--- src/rtl/menu_ctrl.sv ---
// Main menu sequencer: registered hover detection for the Start and Connect
// buttons, press/release click qualification, the two-board connect handshake
// with a bounded wait, and the one-cycle start_game pulse that leaves the menu.
`timescale 1ns/1ps

module menu_ctrl #(
    parameter int unsigned START_X0 = 220,
    parameter int unsigned START_X1 = 419,
    parameter int unsigned START_Y0 = 240,
    parameter int unsigned START_Y1 = 299,
    parameter int unsigned CONN_X0  = 220,
    parameter int unsigned CONN_X1  = 419,
    parameter int unsigned CONN_Y0  = 320,
    parameter int unsigned CONN_Y1  = 379,
    parameter int          TO_W     = 28,
    parameter int unsigned TIMEOUT  = 200_000_000
) (
    input  logic       clk,
    input  logic       rst_n,
    input  logic [9:0] mouse_x,
    input  logic [9:0] mouse_y,
    input  logic       MOUSE_LEFT,
    input  logic       receive_connect,
    input  logic       menu_return,
    output logic       mouse_on_start_button,
    output logic       mouse_on_connect_button,
    output logic       send_connect,
    output logic       start_game,
    output logic       two_player,
    output logic       menu_active
);

    // Button index 0 is Start, index 1 is Connect.
    localparam int NB = 2;
    localparam int BTN_START = 0;
    localparam int BTN_CONN  = 1;

    localparam logic [9:0] BOX_X0 [NB] = '{10'(START_X0), 10'(CONN_X0)};
    localparam logic [9:0] BOX_X1 [NB] = '{10'(START_X1), 10'(CONN_X1)};
    localparam logic [9:0] BOX_Y0 [NB] = '{10'(START_Y0), 10'(CONN_Y0)};
    localparam logic [9:0] BOX_Y1 [NB] = '{10'(START_Y1), 10'(CONN_Y1)};

    // Last counter value spent in SENDING; the counter never exceeds all-ones.
    localparam logic [TO_W-1:0] TO_LAST = TO_W'(TIMEOUT - 1);
    localparam logic [TO_W-1:0] TO_MAX  = '1;

    typedef enum logic [1:0] {
        TGT_NONE  = 2'd0,
        TGT_START = 2'd1,
        TGT_CONN  = 2'd2
    } target_t;

    typedef enum logic [2:0] {
        ST_IDLE      = 3'd0,
        ST_SENDING   = 3'd1,
        ST_CONNECTED = 3'd2,
        ST_START1    = 3'd3,
        ST_START2    = 3'd4,
        ST_GAME      = 3'd5
    } state_t;

    // ------------------------------------------------------------------
    // Hover detection
    // ------------------------------------------------------------------
    logic [NB-1:0] inside_box;
    logic [NB-1:0] hover_reg;

    genvar gi;
    generate
        for (gi = 0; gi < NB; gi++) begin : g_box
            // Inclusive 10-bit unsigned box compare against the raw cursor.
            assign inside_box[gi] = (mouse_x >= BOX_X0[gi]) && (mouse_x <= BOX_X1[gi]) &&
                                    (mouse_y >= BOX_Y0[gi]) && (mouse_y <= BOX_Y1[gi]);
        end
    endgenerate

    // Register the hover flags so the pixel generator sees a clean, one-cycle-late value.
    always_ff @(posedge clk) begin
        if (!rst_n) begin
            hover_reg <= '0;
        end else begin
            hover_reg <= inside_box;
        end
    end

    // ------------------------------------------------------------------
    // Click qualification
    // ------------------------------------------------------------------
    logic    left_reg;
    logic    left_prev_reg;
    target_t target_reg;
    logic    click_start_reg;
    logic    click_conn_reg;
    logic    press;
    logic    release_edge;

    // Edges are taken between the registered button level and its delayed copy.
    assign press        =  left_reg & ~left_prev_reg;
    assign release_edge = ~left_reg &  left_prev_reg;

    // Latch the button under the cursor on press; fire a one-cycle click on
    // release only if the cursor is still over that same button.
    always_ff @(posedge clk) begin
        if (!rst_n) begin
            left_reg        <= 1'b0;
            left_prev_reg   <= 1'b0;
            target_reg      <= TGT_NONE;
            click_start_reg <= 1'b0;
            click_conn_reg  <= 1'b0;
        end else begin
            left_reg        <= MOUSE_LEFT;
            left_prev_reg   <= left_reg;
            click_start_reg <= 1'b0;
            click_conn_reg  <= 1'b0;
            if (press) begin
                if (hover_reg[BTN_START]) begin
                    target_reg <= TGT_START;
                end else if (hover_reg[BTN_CONN]) begin
                    target_reg <= TGT_CONN;
                end else begin
                    target_reg <= TGT_NONE;
                end
            end else if (release_edge) begin
                click_start_reg <= (target_reg == TGT_START) && hover_reg[BTN_START];
                click_conn_reg  <= (target_reg == TGT_CONN)  && hover_reg[BTN_CONN];
                target_reg      <= TGT_NONE;
            end
        end
    end

    // ------------------------------------------------------------------
    // Menu / handshake state machine
    // ------------------------------------------------------------------
    state_t          state_reg;
    logic [TO_W-1:0] to_cnt_reg;
    logic            send_connect_reg;
    logic            start_game_reg;
    logic            two_player_reg;
    logic            menu_active_reg;

    // Menu sequencing; outputs are registered and updated together with the state
    // so that every output reflects the state it belongs to.
    always_ff @(posedge clk) begin
        if (!rst_n) begin
            state_reg        <= ST_IDLE;
            to_cnt_reg       <= '0;
            send_connect_reg <= 1'b0;
            start_game_reg   <= 1'b0;
            two_player_reg   <= 1'b0;
            menu_active_reg  <= 1'b1;
        end else begin
            start_game_reg <= 1'b0;
            case (state_reg)
                ST_IDLE: begin
                    send_connect_reg <= 1'b0;
                    menu_active_reg  <= 1'b1;
                    if (click_start_reg) begin
                        state_reg       <= ST_START1;
                        two_player_reg  <= 1'b0;
                        start_game_reg  <= 1'b1;
                        menu_active_reg <= 1'b0;
                    end else if (click_conn_reg) begin
                        state_reg        <= ST_SENDING;
                        to_cnt_reg       <= '0;
                        send_connect_reg <= 1'b1;
                    end
                end

                ST_SENDING: begin
                    // A peer answer wins over a cancel click or the timeout.
                    if (receive_connect) begin
                        state_reg        <= ST_CONNECTED;
                        send_connect_reg <= 1'b1;
                    end else if (click_conn_reg || (to_cnt_reg == TO_LAST)) begin
                        state_reg        <= ST_IDLE;
                        send_connect_reg <= 1'b0;
                    end else if (to_cnt_reg != TO_MAX) begin
                        to_cnt_reg <= to_cnt_reg + 1'b1;
                    end
                end

                ST_CONNECTED: begin
                    // Link loss wins over a simultaneous Start click.
                    if (!receive_connect) begin
                        state_reg        <= ST_IDLE;
                        send_connect_reg <= 1'b0;
                    end else if (click_start_reg) begin
                        state_reg       <= ST_START2;
                        two_player_reg  <= 1'b1;
                        start_game_reg  <= 1'b1;
                        menu_active_reg <= 1'b0;
                    end else begin
                        send_connect_reg <= 1'b1;
                    end
                end

                ST_START1, ST_START2: begin
                    state_reg        <= ST_GAME;
                    menu_active_reg  <= 1'b0;
                    send_connect_reg <= two_player_reg;
                end

                ST_GAME: begin
                    menu_active_reg <= 1'b0;
                    if (menu_return) begin
                        state_reg        <= ST_IDLE;
                        send_connect_reg <= 1'b0;
                        two_player_reg   <= 1'b0;
                        menu_active_reg  <= 1'b1;
                    end else begin
                        send_connect_reg <= two_player_reg;
                    end
                end

                default: begin
                    state_reg        <= ST_IDLE;
                    send_connect_reg <= 1'b0;
                    two_player_reg   <= 1'b0;
                    menu_active_reg  <= 1'b1;
                end
            endcase
        end
    end

    assign mouse_on_start_button   = hover_reg[BTN_START];
    assign mouse_on_connect_button = hover_reg[BTN_CONN];
    assign send_connect            = send_connect_reg;
    assign start_game              = start_game_reg;
    assign two_player              = two_player_reg;
    assign menu_active             = menu_active_reg;

endmodule

--- config.mk ---
export PLATFORM = sky130hd
export DESIGN_NAME = menu_ctrl
export DESIGN_NICKNAME = d
export VERILOG_FILES = /design/src/rtl/menu_ctrl.sv
export SDC_FILE = /design/constraint.sdc
export NUM_CORES = 1
export LEC_CHECK = 0
export CAP_MARGIN = 20
export CORE_UTILIZATION = 33
export CTS_BUF_LIST = sky130_fd_sc_hd__clkbuf_8
export CTS_CLUSTER_DIAMETER = 150
export DETAILED_ROUTE_END_ITERATION = 10
export PLACE_DENSITY = 0.59
export SLEW_MARGIN = 20
export SYNTH_ARGS = -nofsm -noshare
export SYNTH_HDL_FRONTEND = slang
export SYNTH_SLANG_ARGS = --single-unit
--- constraint.sdc ---
create_clock -name clk -period 2.03 [get_ports clk]
set_input_delay 0.406 -clock clk [delete_from_list [all_inputs] [get_ports clk]]
set_output_delay 0.406 -clock clk [all_outputs]
set_load 0.05 [all_outputs]
==> results_dict.tcl, run 1 <==
set metrics [dict create \
    power_frac_comb_pct 6.7 \
    p_clk_share_pct 36.5 \
    period_needed_ns 1.970 \
    critPathKind "register to register" \
    grt_pass1_vias 2460 \
    dieArea_sq_um 7970 \
    ys_ff_latch 43 \
    synthesis.area_sq_um 2514 \
    grt_pass1_wl_microns 11610 \
    antenna_found_initial 0 \
    grt_overflow 0 \
    fin_ws_ns 0.05967 \
    hp-class "register to register" \
    setup_viol 0 \
    dieWidth_microns 89.28 \
    largest_reg_flops 28 \
    synth_compound_area_share_pct 25.78 \
    synth-edff-count 0 \
    worst_ep_required_time_ns 2.22 \
    p_leak_nw 1.275 \
    finClkSkew_ns 0.006100 \
    relSlewSlack_pct 65.79 \
    yosys_most_used_dff "dfxtp_1" \
    async_flop_share_pct 0 \
    total_power_w 0.001490 \
    cap_violations 0 \
    yosysUniqueCellTypes 57 \
    synthMuxAreaShare_pct 1.344 \
    io_buffers 26 \
    clk_pin_slew_worst_paths_ns 0.08 \
    seq_area_frac_synth_pct 34.25 \
    hold_violations 0 \
    hold_start "target_reg[0]$_SDFFE_PN0P_" \
    clk_path_buf_depth 2 \
    fin_nets 427 \
    p_int_w 0.001140 \
    clock-sinks 43 \
    placement_rows 31 \
    vias 2694 \
    status "finished, final reports clean" \
    layout_common_cells "65 x buf_4, 39 x dfxtp_1, 31 x o21ai_0" \
    vdd_ir_drop_max_v 0.0002102 \
    core_sq_um 7292 \
    pre_cts_ws_ns -0.1130 \
    crit_start "to_cnt_reg[22]$_SDFFE_PN0P_" \
    critPathMaxFanout 10 \
    synth_top_family_by_area "simple AND/OR/NAND/NOR gates" \
    drc_errors 0 \
    syn_avg_cell_area_sq_um 7.855 \
    postRouteAntennaNets 0 \
    cp-start-kind "register" \
    fp.dieH_microns 89.28 \
    worst_pin_slew_ns 0.5116 \
    period_share_pct 97.06 \
    antenna_cells 0 \
    cts_max_level 2 \
    grt_max_degree 15 \
    wire_per_inst_microns 14.14 \
    power_switching_share_pct 23.50 \
    grtUsageTotal_pct 18.93 \
    drt_first_iter_violations 174 \
    synth-adder-area-share_pct 1.493 \
    yosys.area_share.simple_pct 32.35 \
    seqPwrFrac_pct 56.8 \
    drive_gt1_share_pct 23.75 \
    post_drt_via_cell_ratio 5.399 \
    syn_inst 320 \
    syn-num-nets 348 \
    slew_viol_final 0 \
    reg2reg_from "to_cnt_reg[22]$_SDFFE_PN0P_" \
    endpoint_kind "register" \
    fmax_mhz 507.5 \
    initial_core_util_pct 34.47 \
    rsz0062_at_grt "yes" \
    power_switching_w 0.0003501 \
    gp_congestion 0.8426 \
    worstSkewPairLatency_ns 0.30 \
    final_common_cell "buf_4" \
    cts_tree "yes" \
    powerDensity_nw_per_um2 433.3 \
    numCtsBuffers 5 \
    area_delta_synth_final_pct 36.78 \
    yosysWarningCount 0 \
    synth-xor-area-share_pct 0 \
    hpwl_microns 5323 \
    io_pins 31 \
    drt-total-wl_microns 7056 \
    drtPass1Iterations 4 \
    cts_hold_buf 0 \
    root_buffer "clkbuf_8" \
    cp.arrival_ns 2.16 \
]
==> synthesized netlist by cell type (all sizes together) (3+ instances only) <==
master  number  area [sq um]
nor2b        3         18.77
and4         8         72.57
nor4         5         37.53
o41ai        6         52.55
o211ai       4         30.03
and3         5         31.28
clkbuf      17         65.06
nor3        13         65.06
a31oi       12         75.07
nor2        18         67.56
nand3       22         110.1
o31ai        4         30.03
inv          9         33.78
nand4       12         90.09
nor3b        4         35.03
o21ai       31         155.2
nand3b       3         22.52
a21oi       18         90.09
nand2       30         112.6
o311ai       5         43.79
and2        10         65.07
o22ai        4         25.02
ha           3         37.54
dfxtp       43         860.8
buf          3         17.52
==> what timing repair did <==
| item | 4_1_cts | 5_1_grt |
|---|---|---|
| gates resized for setup | 4 | 9 |
| endpoints found under the setup margin | 6 | 15 |
| cloned | 0 | 0 |
| pin swaps | 1 | 4 |
| buffers inserted | 1 | 5 |
==> final timing paths <==
path,endpoint,cells past startpoint,slack (ns)
worst min-delay path,click_conn_reg$_SDFF_PP0_,1,0.46
worst max register to register,to_cnt_reg[8]$_SDFFE_PN0P_,7,0.06
worst min register to register,click_conn_reg$_SDFF_PP0_,1,0.46
worst max-delay path,to_cnt_reg[8]$_SDFFE_PN0P_,7,0.06
==> power groups by stage <==
stage / sequential [W] / combinational, W / clock [W]
2_1_floorplan: 0.000866 / 0.0000311 / 0
3_3_place_gp: 0.000866 / 0.0000997 / 0
3_5_place_dp: 0.000866 / 0.000101 / 0
4_1_cts: 0.000846 / 0.000101 / 0.000564
5_1_grt: 0.000846 / 0.000111 / 0.000604
6_report: 0.000846 / 0.000100 / 0.000544
==> routing by layer <==
metal  share of wire [%]  up-vias  global-route usage (%)
met1                  47     1249                   24.40
met2                  48       55                   31.92
met5                   0        -                       0
li1                    -     1384                       -
met4                0.84        0                   6.061
met3                 3.9        6                   3.601
==> final cells by class <==
| type | instances | area (sq um) |
|---|---|---|
| fillers | 738 | 3854 |
| multi-input cells | 247 | 1567 |
| flip-flops and latches | 43 | 865.8 |
| repair buffers | 92 | 759.5 |
| well taps | 99 | 123.9 |
| clock buffers | 5 | 68.82 |
| inverters | 10 | 37.54 |
| clock inverters | 3 | 16.27 |
==> logic make-up (layout without fill, tap and decap cells) <==
group	Yosys count	in the layout
AO/OA/AOI/OAI	98	98
adder cells (fa/ha/maj)	3	3
buffers and inverters	30	110
flip-flops	43	43
multiplexers	2	2
AND/OR/NAND/NOR	144	144
==> per-stage QoR <==
stage | setup TNS [ns] | util [%] | area (sq um) | instances | hold WS [ns]
2_1_floorplan | 0 | - | 2514 | 320 | 0.4195
3_3_place_gp | -0.2577 | 44.78 | 3266 | 485 | 0.4415
3_5_place_dp | -0.4954 | 44.78 | 3266 | 485 | 0.4476
4_1_cts | 0 | 46.28 | 3374 | 494 | 0.4693
5_1_grt | -0.07891 | 47.15 | 3438 | 499 | 0.4819
6_report | 0 | 47.15 | 3438 | 499 | 0.4641
==> critical path, cell delays in order, from the launching register on <==
cell       delay (ns)
dfxtp_1          0.42
nor4bb_1         0.30
and4_4           0.28
o2111ai_4        0.18
buf_4            0.23
and2_2           0.26
nand4_1          0.11
o21ai_0          0.07
(Power assumes the default switching activity.)
==> run 2, diff against run 1 <==
--- a/config.mk
+++ b/config.mk
@@ -11,6 +11,7 @@
 export CTS_CLUSTER_DIAMETER = 150
 export DETAILED_ROUTE_END_ITERATION = 10
 export PLACE_DENSITY = 0.59
+export SKIP_CTS_REPAIR_TIMING = 1
 export SLEW_MARGIN = 20
 export SYNTH_ARGS = -nofsm -noshare
 export SYNTH_HDL_FRONTEND = slang
==> run 2 against run 1 <==
Global-route usage barely moved. Critical endpoint unchanged. Power rose by 0.18%. Setup slack got worse by 0.024 ns. Die area did not move. Clock-buffer cell count did not move. First-iteration DRC count fell by 7.5%. Sequential power barely moved. Fmax fell by 1.2%. Combinational power barely moved. Non-clock buffer count fell by 1. Clock power rose by 0.7%. Core utilization rose by 0.10 points.
==> results_dict.tcl, run 2 (synthesis gave the netlist of run 1 again) <==
set metrics [dict create \
    status "finished, final reports clean" \
    place_area_sq_um 3266 \
    grt_pass1_wl_microns 11610 \
    post_drt_via_cell_ratio 5.478 \
    hp-class "register to register" \
    endpoint_kind "register" \
    finalHoldWorstSlack_ns 0.4630 \
    setup_viol 0 \
    cp_slowest_stage_delay_ns 0.40 \
    drive_gt1_share_pct 24.81 \
    period_needed_ns 1.994 \
    stdcell_area_sq_um 3446 \
    drc_errors 0 \
    power_switching_w 0.0003540 \
    cap_violations 0 \
    clock-sinks 43 \
    crit_path_top_delay_cell "dfxtp_2" \
    worst_ep_required_time_ns 2.22 \
    final_common_cell "buf_4" \
    crit_chain "nand4_1 > nor4_4 > o2111ai_4 > buf_4 > and2_1 > nand4_1 > o21ai_0" \
    cp_num_buf_inv 1 \
    p_int_w 0.001138 \
    grt_max_degree 15 \
    antenna_found_initial 0 \
    fin_setup_tns_ns 0 \
    grt_pass1_vias 2456 \
    hpwl_microns 5323 \
    clk_path_buf_depth 2 \
    placement_rows 31 \
    vias 2728 \
    critPathKind "register to register" \
    relSlewSlack_pct 65.79 \
    numCtsBuffers 5 \
    layout_common_cells "65 x buf_4, 35 x dfxtp_1, 31 x o21ai_0" \
    fin_nets 426 \
    area_delta_synth_final_pct 37.08 \
    gp_congestion 0.8426 \
    dieArea_sq_um 7970 \
    slew_viol_final 0 \
    drt_first_iter_violations 161 \
    cts_max_level 2 \
    cp-start-kind "register" \
    vdd_ir_drop_max_v 0.0002100 \
    initial_core_util_pct 34.47 \
    hold_violations 0 \
    drtPass1Iterations 4 \
    power_switching_share_pct 23.72 \
    wire_per_inst_microns 14.18 \
    period_share_pct 98.25 \
    clk_pin_slew_worst_paths_ns 0.09 \
    cp.arrival_ns 2.18 \
    io_pins 31 \
    antenna_cells 0 \
    largest_reg_flops 28 \
    grtUsageTotal_pct 18.89 \
    power_frac_comb_pct 6.7 \
    grt_overflow 0 \
    n_fill_cell 737 \
    worstSkewPairLatency_ns 0.30 \
    fmax_mhz 501.4 \
    io_buffers 26 \
    fin_util_pct 47.25 \
    worst_pin_slew_ns 0.5116 \
    dieWidth_microns 89.28 \
    worst_path_most_repeated_cell "nand4_1" \
    crit_family "simple AND/OR/NAND/NOR gates" \
    core_sq_um 7292 \
    root_buffer "clkbuf_8" \
    cts_tree "yes" \
    seqPwrFrac_pct 56.6 \
    fp.dieH_microns 89.28 \
    total_power_w 0.001492 \
    critPathMaxFanout 10 \
    postRouteAntennaNets 0 \
    finClkSkew_ns 0.007882 \
    p_leak_nw 1.275 \
    drt-total-wl_microns 7064 \
    p_clk_share_pct 36.7 \
    powerDensity_nw_per_um2 433.1 \
]
-- run 2: power groups by stage --
stage	combinational, W	sequential, W	clock, W
finish	0.000101	0.000844	0.000548
floorplan	0.0000311	0.000866	0
CTS	0.000101	0.000846	0.000564
detailed placement	0.000101	0.000866	0
global placement	0.0000997	0.000866	0
global route	0.000111	0.000845	0.000604
-- run 2: path summary, 6_finish.rpt --
| check | from | end | slack (ns) | cells after the start |
|---|---|---|---|---|
| setup / recovery | to_cnt_reg[11]$_SDFFE_PN0P_ | to_cnt_reg[8]$_SDFFE_PN0P_ | 0.04 | 7 |
| hold reg to reg | target_reg[0]$_SDFFE_PN0P_ | click_conn_reg$_SDFF_PP0_ | 0.46 | 1 |
| setup reg to reg | to_cnt_reg[11]$_SDFFE_PN0P_ | to_cnt_reg[8]$_SDFFE_PN0P_ | 0.04 | 7 |
| hold / removal | target_reg[0]$_SDFFE_PN0P_ | click_conn_reg$_SDFF_PP0_ | 0.46 | 1 |
-- run 2: layout make-up --
cell class              instances  area, sq um  area share, %
flip-flops and latches         43        873.3          25.34
clock inverters                 3        16.27         0.4720
clock buffers                   5        68.82          1.997
inverters                      10        37.54          1.089
repair buffers                 91        748.2          21.71
well taps                      99        123.9          3.595
multi-input cells             247         1578          45.79
-- run 2: through the flow --
stage / cells / setup WS (ns)
finish: 498 / 0.03551
floorplan: 320 / 0.1248
global route: 498 / -0.02680
CTS: 493 / -0.1335
detailed placement: 485 / -0.1130
global placement: 485 / -0.06617
-- run 2: routing by layer --
metal | track usage (%) | share of wire (%) | wire, microns | vias to the layer above
met3 | 3.509 | 3.8 | 270 | 8
met2 | 31.37 | 48 | 3379 | 61
met1 | 24.79 | 47 | 3336 | 1276
met4 | 6.061 | 1.1 | 78 | 0
li1 | - | - | - | 1383
met5 | 0 | 0 | 0 | -
